<file path="src/rtl/rv32v_load_collector.sv">
// Collects per-lane LSC load returns into one NUM_LANES-wide micro-op result for VRF writeback.
// Optional RV32V_LOAD_COLLECT_BYPASS_EN: accept the next start on the writeback handshake cycle.
module rv32v_load_collector #(
    parameter int NUM_LANES = 2,
    parameter int WORD_W    = 32
) (
    input  logic                          CLK,
    input  logic                          nRST,
    input  logic                          flush,
    input  logic                          start,
    input  logic [NUM_LANES-1:0]          start_mask,
    input  logic [4:0]                    start_uop_num,
    input  logic [4:0]                    start_vd,
    input  logic                          load_valid,
    input  logic [$clog2(NUM_LANES)-1:0]  load_lane,
    input  logic [WORD_W-1:0]             load_data,
    output logic                          wb_valid,
    input  logic                          wb_ready,
    output logic [4:0]                    wb_vd,
    output logic [4:0]                    wb_uop_num,
    output logic [NUM_LANES-1:0]          wb_mask,
    output logic [NUM_LANES*WORD_W-1:0]   wb_data,
    output logic                          busy,
    output logic                          proto_err
);
    localparam int LANE_W = $clog2(NUM_LANES);

    typedef enum logic [1:0] {IDLE, COLLECT, WB} state_t;

    state_t               state_q, state_d;
    logic [NUM_LANES-1:0] pending_q;
    logic [NUM_LANES-1:0] lane_bit;
    logic [WORD_W-1:0]    data_q [NUM_LANES];
    logic                 take_start, accept, err_d;

    assign lane_bit = {{(NUM_LANES-1){1'b0}}, 1'b1} << load_lane;

    always_comb begin
        state_d    = state_q;
        take_start = 1'b0;
        accept     = 1'b0;
        err_d      = 1'b0;
        case (state_q)
            IDLE: begin
                err_d = load_valid;
                if (start) begin
                    take_start = 1'b1;
                    state_d    = (|start_mask) ? COLLECT : WB;
                end
            end
            COLLECT: begin
                if (load_valid) begin
                    if (|(pending_q & lane_bit)) begin
                        accept = 1'b1;
                        if ((pending_q & ~lane_bit) == '0) state_d = WB;
                    end else begin
                        err_d = 1'b1;
                    end
                end
            end
            WB: begin
                err_d = load_valid;
                if (wb_ready) begin
                    state_d = IDLE;
`ifdef RV32V_LOAD_COLLECT_BYPASS_EN
                    if (start) begin
                        take_start = 1'b1;
                        state_d    = (|start_mask) ? COLLECT : WB;
                    end
`endif
                end
            end
            default: state_d = IDLE;
        endcase
        // Flush beats the last load and the handshake; latched outputs are left as-is.
        if (flush) begin
            state_d    = IDLE;
            take_start = 1'b0;
            accept     = 1'b0;
        end
    end

    always_ff @(posedge CLK or negedge nRST) begin
        if (!nRST) begin
            state_q    <= IDLE;
            pending_q  <= '0;
            wb_vd      <= '0;
            wb_uop_num <= '0;
            wb_mask    <= '0;
            proto_err  <= 1'b0;
        end else begin
            state_q <= state_d;
            if (err_d) proto_err <= 1'b1;
            if (flush) begin
                pending_q <= '0;
            end else if (take_start) begin
                pending_q  <= start_mask;
                wb_vd      <= start_vd;
                wb_uop_num <= start_uop_num;
                wb_mask    <= start_mask;
            end else if (accept) begin
                pending_q <= pending_q & ~lane_bit;
            end
        end
    end

    // Masked lanes stay zero because every start clears all slots.
    for (genvar i = 0; i < NUM_LANES; i++) begin : g_lane
        always_ff @(posedge CLK or negedge nRST) begin
            if (!nRST)
                data_q[i] <= '0;
            else if (take_start)
                data_q[i] <= '0;
            else if (accept && load_lane == LANE_W'(i))
                data_q[i] <= load_data;
        end
        assign wb_data[i*WORD_W +: WORD_W] = data_q[i];
    end

    assign wb_valid = (state_q == WB);
    assign busy     = (state_q != IDLE);
endmodule

</file>
<file path="config.mk">
export PLATFORM = sky130hd
export DESIGN_NAME = rv32v_load_collector
export DESIGN_NICKNAME = d
export VERILOG_FILES = /design/src/rtl/rv32v_load_collector.sv
export SDC_FILE = /design/constraint.sdc
export NUM_CORES = 1
export LEC_CHECK = 0
export CELL_PAD_IN_SITES_DETAIL_PLACEMENT = 1
export CELL_PAD_IN_SITES_GLOBAL_PLACEMENT = 1
export CORE_MARGIN = 2
export CORE_UTILIZATION = 32
export DETAILED_ROUTE_END_ITERATION = 7
export GPL_TIMING_DRIVEN = 0
export PLACE_DENSITY = 0.9
export REMOVE_ABC_BUFFERS = 1
export SETUP_SLACK_MARGIN = 0.05
export SLEW_MARGIN = 20
export SYNTH_ARGS = -nofsm -noshare
export SYNTH_HDL_FRONTEND = slang
export SYNTH_SLANG_ARGS = --single-unit
</file>
<file path="constraint.sdc">
create_clock -name CLK -period 2 [get_ports CLK]
set_input_delay 0.4 -clock CLK [delete_from_list [all_inputs] [get_ports CLK]]
set_output_delay 0.4 -clock CLK [all_outputs]
set_load 0.02 [all_outputs]
</file>
==> results.md, run 1 <==
* CP Class: input port to flip-flop
* Placed Instance Area at a little under 0.005 mm2
* RSZ-0062 raised after global routing: false
* N_diodes at 0
* Post-synth top area share at 0.583
* Sequential area share after synthesis at 0.583
* CTS buffer count at 9
* Overall routed net length at roughly 13 mm
* Area leader, netlist: dfrtp_1
* CP Launch Type: input port
* Syn Area/Cell at just over 9 um2
* # fillers at between 1000 and 1500
* Core area at 0.0107 mm2
* Worst clock skew at slightly below 0.01 ns
* Worst reg-to-reg setup slack at 0.17 ns
* CTS tree: done
* Congestion Overflow GR at 0
* Arrival time worst endpoint at approximately 2.2 ns
* Final #Nets at roughly 550
* Starting DRT DRC Count at 104
* Commonest cells after routing, fill and taps aside: clkdlybuf4s50_1 (124), nand2_1 (102), dfrtp_1 (79), o21ai_0 (60), nand3_1 (50)
* Die Width at 108 um
* Area growth syn-to-layout at 49.0%
* Gp weighted congestion at roughly 0.77
* ANT nets after route at 0
* Share of synthesized flip-flops with an asynchronous set or reset at 1.00
* CTS clock-pin slew for the worst setup and hold paths at 0.08 ns
* Commonest non-fill, non-tap cell in the layout: clkdlybuf4s50_1
* CP peak stage delay at 0.77 ns
* Critical-path cell list: clkdlybuf4s50_1 -> and3b_1 -> nand3_1 -> o21ai_0
* Starting Density at 0.324
* Main synth FF type: dfrtp_1
* Non-Filler Instances at ~640
* Avg WL per Cell at approximately 20 um
* Crit path buffers/inverters at 1
* H-tree depth at 3
* Outcome: completed
* R2R Path Start: state_q[0]$_DFFE_PN0P_
* Synth cell types at 35
* Initial antenna violation count at 0
* Yosys reg bits at 81
* First-pass GRT wire length at 20.3 mm
* Die Ht at roughly 110 um
* Largest net degree at the start of global routing at 45
* Full die area at approximately 0.012 mm2
* CP endpoint: wb_data[21]$_DFFE_PN0P_
* Crit path depth at 4
* Final WS setup at 0.0957 ns
* R2R depth at 4
* Max Buffers Root-to-Sink at 2
* DR vias at between 3000 and 4000
* CP required at between 2 and 2.5 ns
* Placed Cells at around 620
* Peak supply drop at 0.467 mV
* Clock Tree Root: clkbuf_8
* Post-route minimum period at between 1.5 and 2 ns
* Share of cells above drive strength 1 at 0.0813
* Vias per cell at 5.26
* # IOs at 130
* CTS Sinks at 81
* Worst hold margin at 0.0445 ns
* Multi-input gate area at between 0.001 and 0.0015 mm2
* Number of flops mapped to enable cells by yosys at 0
* Maximum clock rate at around 530 MHz
* HPWL after DPL at 7.84 mm
* Core Util, Final at 0.482
* Yosys Warn Count at 0
* Main area contributors after synthesis: dfrtp_1 (58%), nand2_1 (11%), o21ai_0 (8.6%)
* Pre-antenna DRT Iters at 4
* Synthesized area at roughly 0.0035 mm2
* Port bufs at about 130
* Vias in the first global route at about 3800
* Crit-path slowest cell: and3b_1
* # DRC at 0
* Crit. End Element: flip-flop
* Worst-Skew Late Latency at ~0.34 ns
* Slew headroom at 0.457
* Fin crit share at 0.952
* Leakage power at roughly 2.2 nW
* Hold Vio Cnt, Final at 0
* Gr usage total at 0.230
* Non-Filler Cell Area, Final at between 0.005 and 0.006 mm2
* Max-slew violations at 0
* Cts hold-fix bufs at 0
* Pre-CTS setup slack at -1.09 ns
* CP top delay family: simple AND/OR/NAND/NOR gates
* Tightest Pin Transition at about 0.81 ns
* Row count at 38
* Worst Hold Class: input port to asynchronous set/reset pin
* Mapped Cells at around 380
* CP max FO at 15
* Register area at 0.00203 mm2
* Crit. Startpoint: load_valid
* Setup-failing EPs final at 0
* RR Endpoint: wb_data[15]$_DFFE_PN0P_
* Maximum capacitance violations at 0
* Power per cell area at 825 mW/mm2
-- cells in the mapped netlist (2+ instances only) --
cell type,number
clkbuf_1,20
nor2_1,3
mux2i_1,4
o21ai_1,2
buf_2,11
o31ai_1,2
buf_1,2
buf_6,3
dfrtp_1,81
o21ai_0,60
nand3_1,50
nand2_1,102
nand4_1,11
and2_1,3
inv_1,5
-- report_power, final --
part	switching, mW	internal [mW]
clock network	0.575	0.731
logic	0.635	0.464
registers	0.0932	1.78
-- cell type report --
class                           count  share of cell area
Sequential cell                    81               0.392
Clock buffer                       12              0.0280
Multi-Input combinational cell    262               0.260
Timing Repair Buffer              141               0.271
Inverter                            5             0.00362
Tap cell                          140              0.0338
Clock inverter                      3              0.0126
-- worst min path at each step --
stage	end	slack, ns	depth (start not counted)
after floorplan	pending_q[0]$_DFFE_PN0P_	0.10	0
after global placement	proto_err$_DFFE_PN0P_	0.45	1
after detailed placement	wb_data[11]$_DFFE_PN0P_	0.43	1
after CTS	wb_data[23]$_DFFE_PN0P_	0.05	1
after global routing	wb_data[29]$_DFFE_PN0P_	0.07	1
final	wb_data[11]$_DFFE_PN0P_	0.04	1
-- metal layers --
| metal | GRT usage | wire length (um) |
|---|---|---|
| met5 | 0 | 0 |
| met4 | 0.0797 | 208 |
| met3 | 0.0325 | 607 |
| met2 | 0.408 | 6610 |
| met1 | 0.286 | 5560 |
-- through the flow --
stage / TNS (ns) / total power, mW
2_1_floorplan: -27.39 / 2.32
3_3_place_gp: -335.83 / 2.84
3_5_place_dp: -62.62 / 2.94
4_1_cts: 0 / 4.30
5_1_grt: 0 / 4.47
6_report: 0 / 4.28
-- cells by family (layout without fill, tap and decap cells) --
| group | count (synthesis) | in the layout | synth area share |
|---|---|---|---|
| mux | 4 | 4 | 0.0115 |
| flops | 81 | 81 | 0.583 |
| simple gates | 181 | 186 | 0.240 |
| compound gates | 72 | 72 | 0.111 |
| buf+inv | 41 | 161 | 0.0547 |
-- state kept, by name (all words and copies together), names as in the netlist --
signal,flops
wb_mask,2
pending_q,2
wb_vd,5
proto_err,1
wb_data,64
wb_uop_num,5
state_q,2
-- repair_timing --
item	in CTS	in global routing
pin swaps	4	1
setup endpoints to repair	66	6
gates cloned	5	0
gates resized for setup	13	0
setup buffers	3	4
No activity file was read; power rests on OpenSTA's default activity.
==> run 2: changes to the inputs <==
--- a/config.mk
+++ b/config.mk
@@ -9,12 +9,13 @@
 export CELL_PAD_IN_SITES_GLOBAL_PLACEMENT = 1
 export CORE_MARGIN = 2
 export CORE_UTILIZATION = 32
+export CTS_BUF_LIST = sky130_fd_sc_hd__clkbuf_4 sky130_fd_sc_hd__clkbuf_8 sky130_fd_sc_hd__clkbuf_16
 export DETAILED_ROUTE_END_ITERATION = 7
 export GPL_TIMING_DRIVEN = 0
 export PLACE_DENSITY = 0.9
 export REMOVE_ABC_BUFFERS = 1
 export SETUP_SLACK_MARGIN = 0.05
-export SLEW_MARGIN = 20
+export SLEW_MARGIN = 10
 export SYNTH_ARGS = -nofsm -noshare
 export SYNTH_HDL_FRONTEND = slang
 export SYNTH_SLANG_ARGS = --single-unit
==> run 2 against run 1 <==
Compared with the run above:
- die area is the same
- combinational power increased by 4%
- largest cell class unchanged
- core utilization is 0.54 points higher
- total power grew 2.0%
- first-iteration DRC count increased by 32%
- fmax is 0.19% lower
- critical path depth unchanged
- highest routed layer unchanged
- sequential power hardly changed
- clock power grew 3%
- hold slack worse by 0.013 ns
- global-route usage rose by 0.92 points
- critical path type unchanged
- flip-flop and latch count unchanged
- largest power group unchanged
==> results.md, run 2 (synthesis gave the netlist of run 1 again) <==
* CP Class: input port to flip-flop
* Avg WL per Cell at 21.3 um
* Switching portion of total power at 0.308
* Max-slew violations at 0
* Tightest Pin Transition at 0.823 ns
* Congestion Overflow GR at 0
* Commonest non-fill, non-tap cell in the layout: clkdlybuf4s50_1
* Placed Instance Area at roughly 0.0049 mm2
* Psw at around 1.3 mW
* N_diodes at 0
* CP max FO at 15
* CTS tree: done
* Initial antenna violation count at 0
* Crit-path slowest cell: and3b_1
* Largest net degree at the start of global routing at 45
* DR vias at 3466
* Hold Vio Cnt, Final at 0
* Slew headroom at 0.451
* Arrival time worst endpoint at ~2.2 ns
* Peak supply drop at about 0.45 mV
* Overall routed net length at between 10 and 15 mm
* Setup-failing EPs final at 0
* Crit path buffers/inverters at 1
* Leakage power at around 2.2 nW
* Worst clock skew at approximately 0.0054 ns
* # DRC at 0
* H-tree depth at 3
* Area growth syn-to-layout at 50.7%
* Starting Density at 0.324
* Worst Hold Class: input port to asynchronous set/reset pin
* Share of cells above drive strength 1 at 0.0925
* Clock Tree Root: clkbuf_8
* CTS Sinks at 81
* Core area at about 0.011 mm2
* Starting DRT DRC Count at roughly 140
* Clock share of power at 0.308
* Port bufs at between 100 and 150
* Fin crit share at 0.954
* CP top delay family: simple AND/OR/NAND/NOR gates
* Vias per cell at 5.35
* Vias in the first global route at 3878
* CP Launch Type: input port
* Part of the power in registers at 0.431
* First-pass GRT wire length at 21.1 mm
* Gr usage total at 0.239
* Die Width at approximately 110 um
* CP peak stage delay at 0.78 ns
* Gp weighted congestion at 0.766
* CP required at 2.27 ns
* # IOs at between 100 and 150
* Tot Pwr at 4.36 mW
* Power per cell area at between 800 and 900 mW/mm2
* Max Buffers Root-to-Sink at 2
* Non-Filler Cell Area, Final at 0.00524 mm2
* Maximum clock rate at about 520 MHz
* Pre-antenna DRT Iters at 4
* Die Ht at about 110 um
* Final #Nets at 555
* Non-Filler Instances at about 650
* Row count at 38
* Post-route minimum period at 1.91 ns
* Placed Cells at slightly above 600
* Commonest cells after routing, fill and taps aside: clkdlybuf4s50_1 (124), nand2_1 (102), dfrtp_1 (79), o21ai_0 (60), nand3_1 (50)
* Largest register FFs at 64
* ANT nets after route at 0
* # fillers at approximately 1300
* Logic pwr share at 0.261
* Internal at roughly 3.0 mW
* RSZ-0062 raised after global routing: false
* Full die area at approximately 0.012 mm2
* Critical-path cell list: clkdlybuf4s50_1 -> and3b_1 -> nand3_1 -> o21ai_0
* CTS clock-pin slew for the worst setup and hold paths at 0.08 ns
* HPWL after DPL at approximately 8 mm
* Crit. End Element: flip-flop
* CTS buffer count at 9
* Maximum capacitance violations at 0
* Outcome: completed
* Worst-Skew Late Latency at between 0.3 and 0.4 ns
run 2: cell count changes in the layout (fill, tap and decap cells not counted), sizes merged:
| cell | change |
|---|---|
| and2 | +2 |
| dlygate4sd2 | -1 |
| dlymetal6s2s | +1 |
| buf | +2 |
run 2: through the flow:
step / setup TNS [ns] / setup slack (ns) / util / hold slack (ns)
global route: 0 / 0.0576 / 0.488 / 0.0723
detailed placement: -97.25 / -1.59 / 0.453 / 0.429
CTS: 0 / 0.0776 / 0.484 / 0.0418
floorplan: -27.39 / -0.468 / - / 0.104
finish: 0 / 0.0920 / 0.488 / 0.0315
global placement: -335.83 / -2.42 / 0.444 / 0.446
run 2: power groups by stage:
stage | Clock, mW | Sequential (mW) | Combinational (mW)
6_report | 1.35 | 1.88 | 1.14
5_1_grt | 1.44 | 1.90 | 1.21
4_1_cts | 1.37 | 1.88 | 1.14
3_5_place_dp | 0 | 1.92 | 1.03
3_3_place_gp | 0 | 1.90 | 0.942
2_1_floorplan | 0 | 2.06 | 0.264
run 2: final timing paths:
check                                       start                       to  slack [ns]  cells past startpoint
max in group asynchronous                    nRST   wb_data[6]$_DFFE_PN0P_        1.35                      2
max                                    load_valid  wb_data[26]$_DFFE_PN0P_        0.09                      4
min reg2reg                 proto_err$_DFFE_PN0P_    proto_err$_DFFE_PN0P_        0.46                      1
min                                          nRST  wb_data[11]$_DFFE_PN0P_        0.03                      1
min in group CLK            proto_err$_DFFE_PN0P_    proto_err$_DFFE_PN0P_        0.46                      1
max reg2reg                state_q[0]$_DFFE_PN0P_  wb_data[38]$_DFFE_PN0P_        0.11                      5
run 2: area by class of cell:
type	instances	area [um2]	share of cell area
flip-flops and latches	81	2030	0.387
clock buffers	12	153	0.0291
repair buffers	143	1440	0.274
inverters	5	18.8	0.00358
multi-input cells	264	1360	0.260
well taps	140	175	0.0334
clock inverters	3	65.1	0.0124
run 2: per-layer routing:
| metal | track usage | routed length (um) | vias to the layer above | part of all wire |
|---|---|---|---|---|
| li1 | - | - | 1549 | - |
| met1 | 0.299 | 5970 | 1789 | 0.43 |
| met2 | 0.425 | 6960 | 109 | 0.50 |
| met3 | 0.0325 | 654 | 19 | 0.047 |
| met4 | 0.0806 | 203 | 0 | 0.015 |
| met5 | 0 | 0 | - | 0 |
run 2: worst register-to-register path: cells and delay by family, from the launching register on:
family	cells	cell delay, ns
flops	1	0.44
simple gates	2	0.80
compound gates	1	0.09
buf+inv	2	0.43
run 2: what timing repair did:
item | in CTS | in global routing
setup endpoints to repair | 68 | 37
hold buffers | 0 | 0
buffers inserted | 6 | 4
gates resized for setup | 14 | 2
cloned | 6 | 1
hold endpoints to repair | 0 | 0
pin swaps | 6 | 1
